--- config.mk ---
export PLATFORM = sky130hd
export DESIGN_NAME = ram_port_arbiter_flat
export DESIGN_NICKNAME = d
export VERILOG_FILES = /design/src/rtl/ram_port_arbiter_if.sv /design/src/rtl/ram_port_arbiter.sv /design/src/flat_wrapper.sv
export SDC_FILE = /design/constraint.sdc
export NUM_CORES = 1
export LEC_CHECK = 0
export ABC_AREA = 1
export ABC_CLOCK_PERIOD_IN_PS = 1900
export CAP_MARGIN = 20
export CORE_MARGIN = 2
export CORE_UTILIZATION = 40
export CTS_CLUSTER_DIAMETER = 120
export DETAILED_ROUTE_END_ITERATION = 8
export PLACE_DENSITY = 0.82
export SETUP_SLACK_MARGIN = 0.1
export SLEW_MARGIN = 10
export SYNTH_ARGS = -nofsm -noshare
export SYNTH_HDL_FRONTEND = slang
export SYNTH_SLANG_ARGS = --single-unit
--- constraint.sdc ---
create_clock -name clock -period 1.9 [get_ports clock]
set_clock_uncertainty 0.1 [all_clocks]
set_input_delay 0.38 -clock clock [delete_from_list [all_inputs] [get_ports clock]]
set_output_delay 0.38 -clock clock [all_outputs]
set_load 0.005 [all_outputs]
--- src/rtl/ram_port_arbiter_if.sv ---
// Bundles the fetch requester, load/store requester and RAM port signals seen by ram_port_arbiter.
interface ram_port_arbiter_if #(
    parameter int dataW       = 32,
    parameter int RAMAddrSize = 32
);
    logic                   FReq;
    logic [RAMAddrSize-1:0] FAddr;
    logic                   FAck;
    logic [dataW-1:0]       FData;
    logic                   FErr;

    logic                   DReq;
    logic                   DWrite;
    logic [RAMAddrSize-1:0] DAddr;
    logic [dataW-1:0]       DWData;
    logic                   DAck;
    logic [dataW-1:0]       DRData;
    logic                   DErr;

    logic                   Busy;

    logic [RAMAddrSize-1:0] RAMAddr;
    logic [dataW-1:0]       DataIn;
    logic                   RAMWriteControl;
    logic [dataW-1:0]       RAMOut;

    // Requesters and RAM model side
    modport master (
        output FReq, FAddr, DReq, DWrite, DAddr, DWData, RAMOut,
        input  FAck, FData, FErr, DAck, DRData, DErr, Busy,
        input  RAMAddr, DataIn, RAMWriteControl
    );

    // Arbiter side
    modport slave (
        input  FReq, FAddr, DReq, DWrite, DAddr, DWData, RAMOut,
        output FAck, FData, FErr, DAck, DRData, DErr, Busy,
        output RAMAddr, DataIn, RAMWriteControl
    );
endinterface

--- src/rtl/ram_port_arbiter.sv ---
// Round-robin req/ack arbiter sharing one RAM port between fetch and load/store; IDLE->ACCESS->RESP,
// ack two cycles after the request is sampled; requesters hold req until ack, one access per 3 cycles.
module ram_port_arbiter #(
    parameter int dataW       = 32,
    parameter int RAMAddrSize = 32,
    parameter bit CheckAlign  = 1'b1
) (
    input  logic               clock,
    input  logic               reset,
    ram_port_arbiter_if.slave  bus
);
    localparam logic [1:0] IDLE   = 2'd0;
    localparam logic [1:0] ACCESS = 2'd1;
    localparam logic [1:0] RESP   = 2'd2;

    logic [1:0]             state;
    logic                   last_d;
    logic                   win_d;
    logic                   lat_we;
    logic                   lat_mis;
    logic [RAMAddrSize-1:0] lat_addr;
    logic [dataW-1:0]       lat_wdata;
    logic [dataW-1:0]       rdata_q;
    logic                   err_q;

    logic                   pick_d;
    logic                   pick_we;
    logic                   pick_mis;
    logic [RAMAddrSize-1:0] pick_addr;
    logic [dataW-1:0]       pick_wdata;

    logic                   in_access;
    logic                   in_resp;

    // On a tie the requester that was not served last wins; a lone request always wins.
    always_comb begin
        pick_d     = bus.DReq & (~bus.FReq | ~last_d);
        pick_addr  = pick_d ? bus.DAddr : bus.FAddr;
        pick_we    = pick_d & bus.DWrite;
        pick_wdata = pick_d ? bus.DWData : '0;
        pick_mis   = CheckAlign && (pick_addr[1:0] != 2'b00);
    end

    always_ff @(posedge clock) begin
        if (reset) begin
            state     <= IDLE;
            last_d    <= 1'b1;
            win_d     <= 1'b0;
            lat_we    <= 1'b0;
            lat_mis   <= 1'b0;
            lat_addr  <= '0;
            lat_wdata <= '0;
            rdata_q   <= '0;
            err_q     <= 1'b0;
        end else begin
            case (state)
                IDLE: begin
                    if (bus.FReq || bus.DReq) begin
                        win_d     <= pick_d;
                        lat_addr  <= pick_addr;
                        lat_we    <= pick_we;
                        lat_wdata <= pick_wdata;
                        lat_mis   <= pick_mis;
                        state     <= ACCESS;
                    end
                end
                ACCESS: begin
                    rdata_q <= (lat_we || lat_mis) ? '0 : bus.RAMOut;
                    err_q   <= lat_mis;
                    state   <= RESP;
                end
                RESP: begin
                    last_d <= win_d;
                    state  <= IDLE;
                end
                default: state <= IDLE;
            endcase
        end
    end

    assign in_access = (state == ACCESS);
    // Reset suppresses both the RAM write strobe and the ack in the same cycle it is raised.
    assign in_resp   = (state == RESP) & ~reset;

    assign bus.RAMAddr         = in_access ? lat_addr  : '0;
    assign bus.DataIn          = in_access ? lat_wdata : '0;
    assign bus.RAMWriteControl = in_access & lat_we & ~lat_mis & ~reset;

    assign bus.FAck   = in_resp & ~win_d;
    assign bus.FData  = bus.FAck ? rdata_q : '0;
    assign bus.FErr   = bus.FAck & err_q;

    assign bus.DAck   = in_resp & win_d;
    assign bus.DRData = bus.DAck ? rdata_q : '0;
    assign bus.DErr   = bus.DAck & err_q;

    assign bus.Busy   = (state != IDLE);
endmodule

--- src/flat_wrapper.sv ---
// flat-port wrapper written by rule: the top's interface ports become plain ports
module ram_port_arbiter_flat 
#(
    parameter int dataW       = 32,
    parameter int RAMAddrSize = 32,
    parameter bit CheckAlign  = 1'b1
)
  (clock, reset, bus_FReq, bus_FAddr, bus_DReq, bus_DWrite, bus_DAddr, bus_DWData, bus_RAMOut, bus_FAck, bus_FData, bus_FErr, bus_DAck, bus_DRData, bus_DErr, bus_Busy, bus_RAMAddr, bus_DataIn, bus_RAMWriteControl);
  ram_port_arbiter_if #(.dataW(dataW), .RAMAddrSize(RAMAddrSize)) bus_i ();
  input  logic clock;
  input  logic reset;
  input wire logic [$bits(bus_i.FReq)-1:0] bus_FReq;
  input wire logic [$bits(bus_i.FAddr)-1:0] bus_FAddr;
  input wire logic [$bits(bus_i.DReq)-1:0] bus_DReq;
  input wire logic [$bits(bus_i.DWrite)-1:0] bus_DWrite;
  input wire logic [$bits(bus_i.DAddr)-1:0] bus_DAddr;
  input wire logic [$bits(bus_i.DWData)-1:0] bus_DWData;
  input wire logic [$bits(bus_i.RAMOut)-1:0] bus_RAMOut;
  output wire logic [$bits(bus_i.FAck)-1:0] bus_FAck;
  output wire logic [$bits(bus_i.FData)-1:0] bus_FData;
  output wire logic [$bits(bus_i.FErr)-1:0] bus_FErr;
  output wire logic [$bits(bus_i.DAck)-1:0] bus_DAck;
  output wire logic [$bits(bus_i.DRData)-1:0] bus_DRData;
  output wire logic [$bits(bus_i.DErr)-1:0] bus_DErr;
  output wire logic [$bits(bus_i.Busy)-1:0] bus_Busy;
  output wire logic [$bits(bus_i.RAMAddr)-1:0] bus_RAMAddr;
  output wire logic [$bits(bus_i.DataIn)-1:0] bus_DataIn;
  output wire logic [$bits(bus_i.RAMWriteControl)-1:0] bus_RAMWriteControl;
  assign bus_i.FReq = bus_FReq;
  assign bus_i.FAddr = bus_FAddr;
  assign bus_i.DReq = bus_DReq;
  assign bus_i.DWrite = bus_DWrite;
  assign bus_i.DAddr = bus_DAddr;
  assign bus_i.DWData = bus_DWData;
  assign bus_i.RAMOut = bus_RAMOut;
  assign bus_FAck = bus_i.FAck;
  assign bus_FData = bus_i.FData;
  assign bus_FErr = bus_i.FErr;
  assign bus_DAck = bus_i.DAck;
  assign bus_DRData = bus_i.DRData;
  assign bus_DErr = bus_i.DErr;
  assign bus_Busy = bus_i.Busy;
  assign bus_RAMAddr = bus_i.RAMAddr;
  assign bus_DataIn = bus_i.DataIn;
  assign bus_RAMWriteControl = bus_i.RAMWriteControl;
  ram_port_arbiter #(.dataW(dataW), .RAMAddrSize(RAMAddrSize), .CheckAlign(CheckAlign)) u_core (.clock(clock), .reset(reset), .bus(bus_i));
endmodule
==> results.ini <==
[synthesis]
ys_async_sr_fraction=0
synth_cell_types=22
synth_top_cell_by_area=dfxtp_1
ys_ff_latch=103
synth_largest_type_area_fraction=0.420
synth_area_leaders=dfxtp_1 42%, nor2_1 13%, a21oi_1 10%, inv_1 7.9%, nand2_1 7.9%
synthesized_area_fraction_occupied_by_and_or_nand_nor_cells=0.259
syn_avg_cell_area_um2=6.61
synth_compound_gate_area_share=0.182
main_combinational_cell_family_by_area_after_synthesis=simple AND/OR/NAND/NOR gates
post-synth-top-count-cell=nor2_1
synth_seq_area_share=0.420
synth_edf_count=0
synth_adder_area_share=0
synth_fp_nets=876
syn-cell-area_um2=4910
most_used_standard_cells_in_the_synthesized_netlist=164 x nor2_1, 104 x inv_1, 103 x dfxtp_1, 103 x nand2_1, 99 x a21oi_1
synthesized_instance_count=743
yosys-mux-area-fraction=0
yosys.area_share.xor_xnor=0
ys.flop_type=dfxtp_1
ys.warnings.count=0

[setup_path]
crit_slowest_cell=dfxtp_2
number_of_buffers_and_inverters_on_the_critical_path=5
reg2reg_depth=10
ff2ff_setup_slack_ps=230
path_class=register to primary output
timing.critical_path.slowest_cell_delay_ps=340
timing.critical_path.to_type=primary output
r2r_start=u_core.state[0]$_SDFFE_PP0P_
crit_chain=buf_6, nand2_8, buf_4, buf_6, buf_4, nor2_1, clkdlybuf4s15_2
timing.rr.end=u_core.lat_addr[21]$_SDFFE_PP0P_
cp_data_arrival_time_ps=1570
worst_ep_required_time_ps=1420
timing.critical_path.max_delay_family=buffers and inverters
setup.worst_path.start_class=register
crit_fanout=9

[clocking]
tritoncts=yes
tritoncts.num_buffers=9
h-tree-depth=3
clock_pin_slew_on_the_worst_setup_and_hold_paths_ps=70
cts.root.buffer_cell=clkbuf_16
cts_sink_cnt=103
clock_latency_ps=340
cts-root-to-sink-buffers=2

[timing]
unrepaired_setup_endpoints_after_global_routing=true
clock.fmax_mhz=489
setup_tns_ps=-3620
final.setup.worst_slack_ps=-147
final.period_utilization=1.08
final_setup_violating_endpoints=73
max_slew_margin=0.553
layout_min_cycle_time_ps=2050
worst_slew_pin_slew_ps=670
drv_slew=0
finalHoldViolations=0

[global_route]
grt_overflow=0
antenna_found_initial=0
via_count_of_the_first_global_routing_pass=5295
grt_usage=0.258
grt_max_degree=64
grt_pass1_wl_mm=26.8

[drt]
drc=0
vias_per_cell=4.87
avgRoutedWirePerCell_um=14.7
detail_route.wirelength_mm=17.3
route.antenna.remaining_nets=0
drt_iter0_markers=339
route.vias.total=5742
detail_route.first_pass.iterations=5

[place]
detailedPlacementHpwl_mm=11.9
gpl_congestion=0.828
io_buffers=266
dpl.cell_count=1144
postPlaceCellArea_um2=7930

[pwr]
vdd_ir_drop_max_uv=403
relative_contribution_of_combinational_cells_to_total_power=0.235
cell_internal_power_dissipation_w=0.00416
power.switching_fraction=0.280
pwr_density_cell_nw_per_um2=683
clkPwrFrac=0.346
switching_power_w=0.00162
power_frac_seq=0.419
power_leakage_nw=3.49

[layout]
diodes=0
fin_cells=1180
final-seq-area_um2=2070
design.final.nets=1161
multi_input_area_um2=2500
areaGrowthSynthToFinish_pct=72.4
fin_area_um2=8470
fillers=1027
share_of_layout_cells_above_drive_strength_1=0.273

[floorplan]
fp.dieArea_um2=13200
initial_core_util=0.409
floorplan.io_pins=267
rows=40
fp.coreArea_um2=12000
fp.dieH_um=115
fp.dieW_um=115

[flow_run]
cap_viol_max_count=0

[worst_hold_path]
worst_hold_path_type=input port to register
hold_path_sink=u_core.state[0]$_SDFFE_PP0P_
hold_path_startpoint=reset
hold_path_depth=3

[run_status]
run_status=complete, but fails checks
failing_checks=negative setup slack

[worst max path at each step]
stage | from | endpoint | cells past startpoint
after global routing | u_core.state[1]$_SDFFE_PP0P_ | bus_DataIn[28] | 7
after global placement | reset | bus_DRData[2] | 6
after floorplan | reset | bus_FData[10] | 5
after CTS | u_core.state[0]$_SDFFE_PP0P_ | bus_FData[13] | 7
after detailed placement | reset | bus_FData[3] | 6
final | u_core.state[0]$_SDFFE_PP0P_ | bus_DataIn[27] | 7
[state kept, by name, summed over array words and instances (netlist names)]
| register | flops |
|---|---|
| u_core.lat_we | 1 |
| u_core.rdata_q | 32 |
| u_core.win_d | 1 |
| u_core.last_d | 1 |
| u_core.lat_mis | 1 |
| u_core.err_q | 1 |
| u_core.lat_wdata | 32 |
| u_core.state | 2 |
| u_core.lat_addr | 32 |
[cell families after synthesis]
kind of cell | after synthesis
AOI/OAI and AO/OA | 163
and+or+nand+nor | 313
DFF | 103
buffers and inverters | 164
[worst reg2reg max path, stage by stage, from the launching register on]
cell	delay (ps)
dfxtp_2	330
inv_2	70
buf_4	100
buf_4	90
nand2_2	70
buf_4	170
nor2_8	180
buf_12	150
nand2_1	50
a21oi_1	200
nor2_1	60
[what timing repair did]
action	4_1_cts	5_1_grt
setup buffers	16	3
resized for setup	529	72
hold buffers	0	0
setup endpoints to repair	134	129
pin swaps	4	3
gates cloned	7	0
[cell usage in the layout (no fill, tap or decap), types with 18 or more instances in the layout]
| cell | netlist | final |
|---|---|---|
| nor2_1 | 164 | 105 |
| clkdlybuf4s15_2 | 0 | 35 |
| inv_1 | 104 | 102 |
| dfxtp_1 | 103 | 100 |
| o21ai_0 | 18 | 18 |
| nand2_1 | 103 | 102 |
| clkdlybuf4s50_1 | 0 | 131 |
| a211oi_1 | 32 | 32 |
| buf_2 | 30 | 89 |
| buf_4 | 7 | 40 |
| nor2_4 | 2 | 34 |
| nor2_2 | 0 | 27 |
| nand3_1 | 35 | 35 |
| a21oi_1 | 99 | 99 |
[power groups by stage]
stage               logic (W)  registers, W  clock network, W
floorplan            0.000646       0.00245                 0
CTS                   0.00133       0.00242           0.00202
global placement      0.00127       0.00246                 0
global route          0.00150       0.00244           0.00213
finish                0.00136       0.00242           0.00200
detailed placement    0.00128       0.00247                 0
[per-layer routing]
metal	vias up	wire length [um]	GRT usage
met5	-	0	0
met4	0	397	0.0948
met3	27	1290	0.0669
met2	208	8670	0.454
met1	2620	6970	0.302
li1	2887	-	-
[stage by stage]
| step | util | power, W | worst slack, ps | hold WS [ps] |
|---|---|---|---|---|
| 2_1_floorplan | - | 0.00309 | 261 | 339 |
| 3_3_place_gp | 0.660 | 0.00372 | -119 | 347 |
| 3_5_place_dp | 0.660 | 0.00375 | -181 | 351 |
| 4_1_cts | 0.699 | 0.00577 | -204 | 316 |
| 5_1_grt | 0.705 | 0.00607 | -205 | 375 |
| 6_report | 0.705 | 0.00578 | -147 | 356 |
[final cells by class]
type                       count  share of cell area
clock buffer                  11              0.0275
clock inverter                 5             0.00975
inverter                     108              0.0484
multi-input combinational    476               0.295
sequential                   103               0.244
tap                          147              0.0217
timing repair buffer         330               0.354
Power figures use the tool's default switching activity.
